`config.mk`:
```
export PLATFORM = sky130hd
export DESIGN_NAME = hazard_ctrl_flat
export DESIGN_NICKNAME = d
export VERILOG_FILES = /design/src/rtl/hazard_ctrl_if.sv /design/src/rtl/hazard_ctrl.sv /design/src/flat_wrapper.sv
export SDC_FILE = /design/constraint.sdc
export NUM_CORES = 1
export LEC_CHECK = 0
export ABC_AREA = 1
export CAP_MARGIN = 20
export CELL_PAD_IN_SITES_DETAIL_PLACEMENT = 1
export CELL_PAD_IN_SITES_GLOBAL_PLACEMENT = 2
export CORE_UTILIZATION = 26
export CTS_BUF_LIST = sky130_fd_sc_hd__clkbuf_16
export CTS_CLUSTER_DIAMETER = 30
export DETAILED_ROUTE_END_ITERATION = 10
export HOLD_SLACK_MARGIN = 0.15
export MAX_ROUTING_LAYER = met4
export PLACE_DENSITY_LB_ADDON = 0.3
export SLEW_MARGIN = 40
export SYNTH_ARGS = -nofsm -noshare
export SYNTH_HDL_FRONTEND = slang
export SYNTH_SLANG_ARGS = --single-unit
```
`constraint.sdc`:
```
create_clock -name clk -period 1.6 [get_ports clk]
set_input_delay 0.32 -clock clk [delete_from_list [all_inputs] [get_ports clk]]
set_output_delay 0.32 -clock clk [all_outputs]
set_load 0.005 [all_outputs]
```
`src/rtl/hazard_ctrl_if.sv`:
```
// Hazard-control bus: decode-stage instruction, EX redirect and counter clear
// in; stall/flush/bubble controls, forwarding selects and counters out.
interface hazard_ctrl_if #(
    parameter int FWD_STAGES = 2,
    parameter int REG_AW     = 5,
    parameter int CNT_W      = 32
);
    localparam int SEL_W = $clog2(FWD_STAGES + 1);

    logic              de_valid;
    logic [REG_AW-1:0] de_rs1;
    logic [REG_AW-1:0] de_rs2;
    logic              de_use_rs1;
    logic              de_use_rs2;
    logic [REG_AW-1:0] de_rd;
    logic              de_rd_we;
    logic              de_is_load;
    logic              ex_branch_taken;
    logic              cnt_clr;

    logic              stall;
    logic              flush_de;
    logic              bubble_ex;
    logic [SEL_W-1:0]  fwd_sel_rs1;
    logic [SEL_W-1:0]  fwd_sel_rs2;
    logic              retire;
    logic [CNT_W-1:0]  cycle_cnt;
    logic [CNT_W-1:0]  retire_cnt;
    logic [CNT_W-1:0]  stall_cnt;
    logic [CNT_W-1:0]  flush_cnt;

    modport master (
        output de_valid, de_rs1, de_rs2, de_use_rs1, de_use_rs2,
               de_rd, de_rd_we, de_is_load, ex_branch_taken, cnt_clr,
        input  stall, flush_de, bubble_ex, fwd_sel_rs1, fwd_sel_rs2,
               retire, cycle_cnt, retire_cnt, stall_cnt, flush_cnt
    );

    modport slave (
        input  de_valid, de_rs1, de_rs2, de_use_rs1, de_use_rs2,
               de_rd, de_rd_we, de_is_load, ex_branch_taken, cnt_clr,
        output stall, flush_de, bubble_ex, fwd_sel_rs1, fwd_sel_rs2,
               retire, cycle_cnt, retire_cnt, stall_cnt, flush_cnt
    );
endinterface

```
`src/rtl/hazard_ctrl.sv`:
```
// Pipeline hazard controller: shadow copy of EX..writeback, operand forwarding
// selects, load-use stall, branch flush and saturating performance counters.
module hazard_ctrl #(
    parameter int FWD_STAGES = 2,
    parameter int LOAD_READY = 3,
    parameter int REG_AW     = 5,
    parameter int CNT_W      = 32
) (
    input  logic          clk,
    input  logic          reset,
    hazard_ctrl_if.slave  bus
);
    localparam int SEL_W = $clog2(FWD_STAGES + 1);
    localparam int NSLOT = FWD_STAGES + 1;

    if (FWD_STAGES < 1 || FWD_STAGES > 4 || LOAD_READY < 2 || LOAD_READY > NSLOT) begin : g_bad_param
        $error("hazard_ctrl: illegal FWD_STAGES/LOAD_READY combination");
    end

    typedef struct packed {
        logic              valid;
        logic [REG_AW-1:0] rd;
        logic              rd_we;
        logic              is_load;
        logic [REG_AW-1:0] rs1;
        logic [REG_AW-1:0] rs2;
        logic              use_rs1;
        logic              use_rs2;
    } slot_t;

    // r_slot[1] is EX, r_slot[NSLOT] is writeback.
    slot_t            r_slot [1:NSLOT];
    logic [CNT_W-1:0] r_cycle_cnt;
    logic [CNT_W-1:0] r_retire_cnt;
    logic [CNT_W-1:0] r_stall_cnt;
    logic [CNT_W-1:0] r_flush_cnt;

    slot_t            w_de_slot;
    logic [SEL_W-1:0] w_fwd1;
    logic [SEL_W-1:0] w_fwd2;
    logic             w_lu1;
    logic             w_lu2;
    logic             w_load_use;
    logic             w_eff_branch;
    logic             w_stall;
    logic             w_flush;
    logic             w_retire;
    logic             w_accept;

    function automatic logic slot_writes(input slot_t s, input logic [REG_AW-1:0] r);
        return s.valid && s.rd_we && (s.rd == r) && (r != '0);
    endfunction

    function automatic logic [CNT_W-1:0] sat_inc(input logic [CNT_W-1:0] v, input logic en);
        return (en && (v != {CNT_W{1'b1}})) ? v + CNT_W'(1) : v;
    endfunction

    always_comb begin
        w_de_slot         = '0;
        w_de_slot.valid   = bus.de_valid;
        w_de_slot.rd      = bus.de_rd;
        w_de_slot.rd_we   = bus.de_rd_we;
        w_de_slot.is_load = bus.de_is_load;
        w_de_slot.rs1     = bus.de_rs1;
        w_de_slot.rs2     = bus.de_rs2;
        w_de_slot.use_rs1 = bus.de_use_rs1;
        w_de_slot.use_rs2 = bus.de_use_rs2;
    end

    // Forwarding for the EX instruction: scan oldest to youngest so the
    // youngest writer is the last one assigned.
    // NOTE: every always_comb output gets a default first so no latch is inferred.
    always_comb begin
        w_fwd1 = '0;
        w_fwd2 = '0;
        for (int k = FWD_STAGES; k >= 1; k--) begin
            if (r_slot[1].use_rs1 && slot_writes(r_slot[k+1], r_slot[1].rs1)) w_fwd1 = SEL_W'(k);
            if (r_slot[1].use_rs2 && slot_writes(r_slot[k+1], r_slot[1].rs2)) w_fwd2 = SEL_W'(k);
        end
    end

    // A decode source stalls only if its youngest in-flight writer is a load
    // that will still be short of LOAD_READY when decode moves into EX.
    always_comb begin
        w_lu1 = 1'b0;
        w_lu2 = 1'b0;
        for (int j = FWD_STAGES; j >= 1; j--) begin
            if (slot_writes(r_slot[j], bus.de_rs1)) w_lu1 = r_slot[j].is_load && (j + 1 < LOAD_READY);
            if (slot_writes(r_slot[j], bus.de_rs2)) w_lu2 = r_slot[j].is_load && (j + 1 < LOAD_READY);
        end
        w_load_use = bus.de_valid && ((bus.de_use_rs1 && w_lu1) || (bus.de_use_rs2 && w_lu2));
    end

    assign w_eff_branch = bus.ex_branch_taken && r_slot[1].valid;
    assign w_flush      = reset && w_eff_branch;
    assign w_stall      = reset && w_load_use && !w_eff_branch;
    assign w_retire     = reset && r_slot[NSLOT].valid;
    assign w_accept     = bus.de_valid && !w_stall && !w_flush;

    assign bus.stall       = w_stall;
    assign bus.flush_de    = w_flush;
    assign bus.bubble_ex   = w_stall || w_flush;
    assign bus.retire      = w_retire;
    assign bus.fwd_sel_rs1 = reset ? w_fwd1 : '0;
    assign bus.fwd_sel_rs2 = reset ? w_fwd2 : '0;

    // NOTE: the slot array is a handful of flops, not a RAM, so resetting every
    // entry is cheap and guarantees no stale writer survives reset.
    always_ff @(posedge clk) begin
        if (!reset) begin
            for (int i = 1; i <= NSLOT; i++) r_slot[i] <= '0;
        end else begin
            // NOTE: non-blocking assignments let every slot sample its predecessor's old value.
            r_slot[1] <= w_accept ? w_de_slot : '0;
            for (int i = 2; i <= NSLOT; i++) r_slot[i] <= r_slot[i-1];
        end
    end

    always_ff @(posedge clk) begin
        if (!reset || bus.cnt_clr) begin
            r_cycle_cnt  <= '0;
            r_retire_cnt <= '0;
            r_stall_cnt  <= '0;
            r_flush_cnt  <= '0;
        end else begin
            r_cycle_cnt  <= sat_inc(r_cycle_cnt, 1'b1);
            r_retire_cnt <= sat_inc(r_retire_cnt, w_retire);
            r_stall_cnt  <= sat_inc(r_stall_cnt, w_stall);
            r_flush_cnt  <= sat_inc(r_flush_cnt, w_flush);
        end
    end

    assign bus.cycle_cnt  = r_cycle_cnt;
    assign bus.retire_cnt = r_retire_cnt;
    assign bus.stall_cnt  = r_stall_cnt;
    assign bus.flush_cnt  = r_flush_cnt;
endmodule

```
`src/flat_wrapper.sv`:
```
// flat-port wrapper written by rule: the top's interface ports become plain ports
module hazard_ctrl_flat 
#(
    parameter int FWD_STAGES = 2,
    parameter int LOAD_READY = 3,
    parameter int REG_AW     = 5,
    parameter int CNT_W      = 32
)
  (clk, reset, bus_de_valid, bus_de_rs1, bus_de_rs2, bus_de_use_rs1, bus_de_use_rs2, bus_de_rd, bus_de_rd_we, bus_de_is_load, bus_ex_branch_taken, bus_cnt_clr, bus_stall, bus_flush_de, bus_bubble_ex, bus_fwd_sel_rs1, bus_fwd_sel_rs2, bus_retire, bus_cycle_cnt, bus_retire_cnt, bus_stall_cnt, bus_flush_cnt);
  hazard_ctrl_if #(.FWD_STAGES(FWD_STAGES), .REG_AW(REG_AW), .CNT_W(CNT_W)) bus_i ();
  input  logic clk;
  input  logic reset;
  input wire logic [$bits(bus_i.de_valid)-1:0] bus_de_valid;
  input wire logic [$bits(bus_i.de_rs1)-1:0] bus_de_rs1;
  input wire logic [$bits(bus_i.de_rs2)-1:0] bus_de_rs2;
  input wire logic [$bits(bus_i.de_use_rs1)-1:0] bus_de_use_rs1;
  input wire logic [$bits(bus_i.de_use_rs2)-1:0] bus_de_use_rs2;
  input wire logic [$bits(bus_i.de_rd)-1:0] bus_de_rd;
  input wire logic [$bits(bus_i.de_rd_we)-1:0] bus_de_rd_we;
  input wire logic [$bits(bus_i.de_is_load)-1:0] bus_de_is_load;
  input wire logic [$bits(bus_i.ex_branch_taken)-1:0] bus_ex_branch_taken;
  input wire logic [$bits(bus_i.cnt_clr)-1:0] bus_cnt_clr;
  output wire logic [$bits(bus_i.stall)-1:0] bus_stall;
  output wire logic [$bits(bus_i.flush_de)-1:0] bus_flush_de;
  output wire logic [$bits(bus_i.bubble_ex)-1:0] bus_bubble_ex;
  output wire logic [$bits(bus_i.fwd_sel_rs1)-1:0] bus_fwd_sel_rs1;
  output wire logic [$bits(bus_i.fwd_sel_rs2)-1:0] bus_fwd_sel_rs2;
  output wire logic [$bits(bus_i.retire)-1:0] bus_retire;
  output wire logic [$bits(bus_i.cycle_cnt)-1:0] bus_cycle_cnt;
  output wire logic [$bits(bus_i.retire_cnt)-1:0] bus_retire_cnt;
  output wire logic [$bits(bus_i.stall_cnt)-1:0] bus_stall_cnt;
  output wire logic [$bits(bus_i.flush_cnt)-1:0] bus_flush_cnt;
  assign bus_i.de_valid = bus_de_valid;
  assign bus_i.de_rs1 = bus_de_rs1;
  assign bus_i.de_rs2 = bus_de_rs2;
  assign bus_i.de_use_rs1 = bus_de_use_rs1;
  assign bus_i.de_use_rs2 = bus_de_use_rs2;
  assign bus_i.de_rd = bus_de_rd;
  assign bus_i.de_rd_we = bus_de_rd_we;
  assign bus_i.de_is_load = bus_de_is_load;
  assign bus_i.ex_branch_taken = bus_ex_branch_taken;
  assign bus_i.cnt_clr = bus_cnt_clr;
  assign bus_stall = bus_i.stall;
  assign bus_flush_de = bus_i.flush_de;
  assign bus_bubble_ex = bus_i.bubble_ex;
  assign bus_fwd_sel_rs1 = bus_i.fwd_sel_rs1;
  assign bus_fwd_sel_rs2 = bus_i.fwd_sel_rs2;
  assign bus_retire = bus_i.retire;
  assign bus_cycle_cnt = bus_i.cycle_cnt;
  assign bus_retire_cnt = bus_i.retire_cnt;
  assign bus_stall_cnt = bus_i.stall_cnt;
  assign bus_flush_cnt = bus_i.flush_cnt;
  hazard_ctrl #(.FWD_STAGES(FWD_STAGES), .LOAD_READY(LOAD_READY), .REG_AW(REG_AW), .CNT_W(CNT_W)) u_core (.clk(clk), .reset(reset), .bus(bus_i));
endmodule
```
* Yosys cells after proc, flatten, opt, wreduce, memory -nomap -nowiden
Memories as Yosys holds them, arrays and structs flattened.
Index checks and enable logic that the tools add are counted.
** Word-level totals
- Bits in writable memories :: 60
- Memories kept :: 1
- Register bits :: 128
- Logic and storage cells :: 79
- Input bits :: 24
** Memories
- u_core.r_slot :: depth 3, width 20, read ports 3, clocked after Yosys merged registers in 0, write ports 3, line hazard_ctrl.sv:32 : slot_t r_slot [1:NSLOT];
** Cells by class
- Multiplexer cells :: 14
- Reduce and logical (&&, ||, !) cells :: 43
- Bitwise logic cells :: 3
- Add/subtract/negate cells :: 4
- Equal/unequal tests :: 10
** Operator list (count)
- adder 32 x 1 -> 32 bit, second input constant :: 4
- inequality test 32 bit, second input constant :: 4
- two-way mux 20 bit :: 4
- logical AND 1 bit :: 32
- equality test 5 bit :: 6
- nonzero test 5 bit :: 4
- two-way mux 2 bit :: 6
- zero test 1 bit :: 4
- two-way mux 1 bit :: 4
- logical OR 1 bit :: 3
- bitwise OR 1 bit :: 3

* Longest topological paths before layout
- Word-level depth :: 14
- Mapped depth :: 13

* Least setup slack after synthesis
Ideal clock, no wire load.
- Kind :: reg-to-reg
- Start point :: register u_core.r_stall_cnt[0], in the netlist u_core.bus.stall_cnt[0]
- End point :: register u_core.r_stall_cnt[1], in the netlist u_core.bus.stall_cnt[1]
- Stages on the path, launching flop included :: 12
- Required time :: 1.484 ns
- Path slack :: -0.158 ns
- Data arrival time :: 1.642 ns
- Library setup time :: 0.116 ns
- Path buffers :: 1
- Path through :: dfxtp_1 ha_1 nand2_1 nor2_4 nand3_1 nor2_1 nand3_1 nand3_2 inv_2 buf_6 o21ai_0 nor2_1
** On the way
- Longest elaborated chain between the ends :: 2
- Elaborated cells between the ends (all ways) :: 3
- Those cells by class :: add/sub: 1; eq/ne: 1; reduce/logical: 1
** RTL lines
- start, declared :: line hazard_ctrl.sv:35 : logic [CNT_W-1:0] r_stall_cnt;
- start signal, assigned :: line hazard_ctrl.sv:128 : r_stall_cnt <= sat_inc(r_stall_cnt, w_stall);
- branches (longest 2 deep; another with adder 32 x 1 -> 32 bit)
Several ways; the timed one is not identified.
A chain may end at the register's enable or synchronous reset.

==> results.py <==
metrics = {
    "floorplan": {
        "fp-row-count": 67,
        "die_x_um": 186,
        "fp.dieArea_um2": 34600,
        "boundaryPins": 160,
        "floorplan.initialDensity_pct": 26.3,
        "die_y_um": 186,
        "core_region_area_um2": 33400,
    },
    "sta": {
        "skew_ps": 11.2,
        "finalCriticalPeriod_ps": 2070,
        "hold_viol_final": 0,
        "setup_viol": 134,
        "fmax_mhz": 484,
        "maxSlewHeadroom_pct": 72.1,
        "report.final.slew_viol_count": 0,
        "layout_worst_path_cycle_share_pct": 129,
        "worst_slew_pin_slew_ps": 416,
        "post-route-worst-setup-slack_ps": -467,
        "final.hold.worst_slack_ps": 228,
        "grt_setup_unrepaired": "true",
    },
    "place": {
        "gpl.final_weighted_congestion": 0.864,
        "dpl-instance-area_um2": 13700,
        "port-buffer-count": 159,
        "hpwl_um": 26600,
    },
    "job": {
        "total_of_max_cap_violations": 0,
    },
    "detailed_routing": {
        "drtPass1Iterations": 7,
        "routed_via_density": 4.71,
        "drc_violations": 0,
        "avgRoutedWirePerCell_um": 17.8,
        "ant_nets": 0,
        "first_iter_violations": 448,
        "postRouteWirelength_um": 43400,
        "route.vias.total": 11500,
    },
    "clock_network": {
        "cts_max_level": 4,
        "cts_buffers": 17,
        "clock_tree.buffer_depth": 2,
        "cts.clk_slew.worst_paths_ps": 70,
        "cts_root_buffer": "sky130_fd_sc_hd__clkbuf_16",
        "worstSkewPairLatency_ps": 450,
        "tritoncts_num_sinks": 162,
        "cts_tree": "built",
    },
    "cells_and_area": {
        "final_cell_mix": "sky130_fd_sc_hd__buf_4 (384), sky130_fd_sc_hd__nand2_1 (252), sky130_fd_sc_hd__inv_1 (140)",
        "number_of_nets_in_the_layout": 2014,
        "n_antenna_cell": 0,
        "flow.area_growth_from_synthesis_pct": 107,
        "layout.filler_cells": 3918,
        "ff_latch_area_um2": 3480,
        "multi_input_comb_area_um2": 7080,
        "layout_commonest_cell": "sky130_fd_sc_hd__buf_4",
        "drive_above_1_share_pct": 57.9,
        "final_cell_area_um2": 18200,
        "post-route-util_pct": 54.5,
    },
    "worst_setup_path": {
        "required_ps": 1280,
        "r2r_endpoint": "u_core.bus.stall_cnt[20]",
        "worst-r2r-cell-count": 14,
        "worstSetupEndpointType": "primary output",
        "arrival_ps": 1750,
        "crit_fanout": 3,
        "worst_setup_path_start_kind": "register",
        "setup_slack_on_the_worst_flop_to_flop_path_ps": -370,
        "path_class": "register to primary output",
        "timing.critical_path.from": "u_core.r_slot[0][56]",
        "r2r_start": "u_core.r_slot[0][39]",
    },
    "power_and_ir_drop": {
        "power-per-cell-area_nw_per_um2": 488,
        "cellLeakagePower_uw": 0.00866,
        "vdd.ir_drop.worst_mv": 0.736,
    },
    "logic_synthesis": {
        "post_synth_instance_area_um2": 8810,
        "syn_area_per_cell_um2": 6.51,
        "synth.ff_latch_count": 162,
        "post_synth_inst_count": 1354,
        "synth.lib_cells_used.distinct": 40,
        "ys.warnings.count": 0,
        "synth_nets": 1382,
        "yosysSeqAreaShare_pct": 36.8,
    },
    "hold_path": {
        "hold_path.startpoint": "bus_de_rs2[0]",
        "whs_path_depth": 3,
        "hold_path_end": "u_core.r_slot[0][22]",
        "hold_class": "primary input to register",
    },
    "status": {
        "status": "finished, violations left",
        "failed_checks": "negative setup slack",
    },
    "global_route": {
        "grt_pass1_wl_um": 64300,
        "grt_pass1_vias": 12300,
        "grt_start_max_net_pins": 35,
        "overflow": 0,
        "globalRouteTotalUtil_pct": 24.7,
        "grt_antenna_before_repair": 0,
    },
}
synth_stat cells (all sizes together):
cell type | instances | area [um^2]
and3 | 3 | 18.8
o22ai | 3 | 18.8
nand3 | 74 | 408
dfxtp | 162 | 3240
o2111ai | 1 | 8.76
ha | 4 | 50.1
nand2 | 378 | 1440
a211oi | 1 | 7.51
o211ai | 1 | 7.51
buf | 20 | 148
or2 | 6 | 37.5
nand4 | 28 | 181
xnor2 | 25 | 219
o31ai | 1 | 7.51
nor3b | 6 | 45.0
o21ai | 44 | 220
a31oi | 5 | 31.3
nor2 | 211 | 842
o21a | 3 | 22.5
inv | 178 | 668
clkbuf | 11 | 41.3
nand3b | 3 | 22.5
o21bai | 5 | 37.5
a21oi | 63 | 319
nor3 | 78 | 427
xor2 | 37 | 324
nor4 | 3 | 18.8
what timing repair did:
item                       4_1_cts  5_1_grt
buffers inserted               107       37
setup endpoints to repair      284      162
hold buffers                     0        0
gates cloned                    13        1
pin swaps                      106      152
resized for setup              707      385
report_power, final:
group	leakage (uW)	internal, uW	switching, uW
registers	0.00139	4030	39.1
clock network	0.000269	2060	2020
logic	0.00701	365	379
worst max-delay path, cell delays in order, from the launching register on:
cell and delay [ps]:
sky130_fd_sc_hd__dfxtp_2 340, sky130_fd_sc_hd__buf_6 120, sky130_fd_sc_hd__xor2_2 180, sky130_fd_sc_hd__nor3_2 210
sky130_fd_sc_hd__and3_4 230, sky130_fd_sc_hd__inv_2 30, sky130_fd_sc_hd__nor2_1 80, sky130_fd_sc_hd__buf_2 110
how the worst max path moves through the flow:
stage / slack [ps] / to
2_1_floorplan: -5 / u_core.bus.stall_cnt[1]
3_3_place_gp: -870 / bus_fwd_sel_rs2[1]
3_5_place_dp: -920 / bus_fwd_sel_rs2[1]
4_1_cts: -450 / bus_fwd_sel_rs2[1]
5_1_grt: -570 / bus_fwd_sel_rs2[1]
6_report: -470 / bus_fwd_sel_rs1[0]
state kept, by name, summed over array words and instances (netlist names):
name,flops
u_core.r_slot,34
u_core.bus.flush_cnt,32
u_core.bus.retire_cnt,32
u_core.bus.cycle_cnt,32
u_core.bus.stall_cnt,32
per-layer routing:
layer / vias up / wire length [um] / global-route usage [%] / part of all wire [%]
met4: 0 / 1220 / 8.30 / 2.8
met3: 84 / 1220 / 2.88 / 2.8
met5: - / 0 / - / 0
met2: 227 / 23200 / 43.9 / 53
met1: 5654 / 17800 / 28.7 / 41
li1: 5554 / - / - / -
kinds of logic (layout without fill, tap and decap cells):
family,Yosys count,in the layout,share of synthesized area (%)
XOR/XNOR,62,62,6.16
flip-flops,162,162,36.8
buffers and inverters,209,854,9.73
adder cells (fa/ha/maj),4,4,0.568
AO/OA/AOI/OAI,127,127,7.73
AND/OR/NAND/NOR,790,790,39.0
through the flow:
stage	setup slack, ps	power, uW	std cells	setup TNS [ps]
3_5_place_dp	-924	4650	2290	-76060
3_3_place_gp	-870	4640	2290	-70030
2_1_floorplan	-5.29	4370	1354	-5.29
4_1_cts	-454	8910	2431	-16200
5_1_grt	-571	9220	2447	-32980
6_report	-467	8890	2447	-21170
final cells by class:
| cell class | count | area share, % |
|---|---|---|
| multi-input combinational | 983 | 38.8 |
| timing repair buffer | 642 | 31.7 |
| sequential | 162 | 19.1 |
| clock buffer | 17 | 2.33 |
| inverter | 178 | 3.99 |
| clock inverter | 15 | 0.755 |
| tap | 448 | 3.07 |
| timing repair inverter | 2 | 0.178 |
Power figures use the tool's default switching activity.
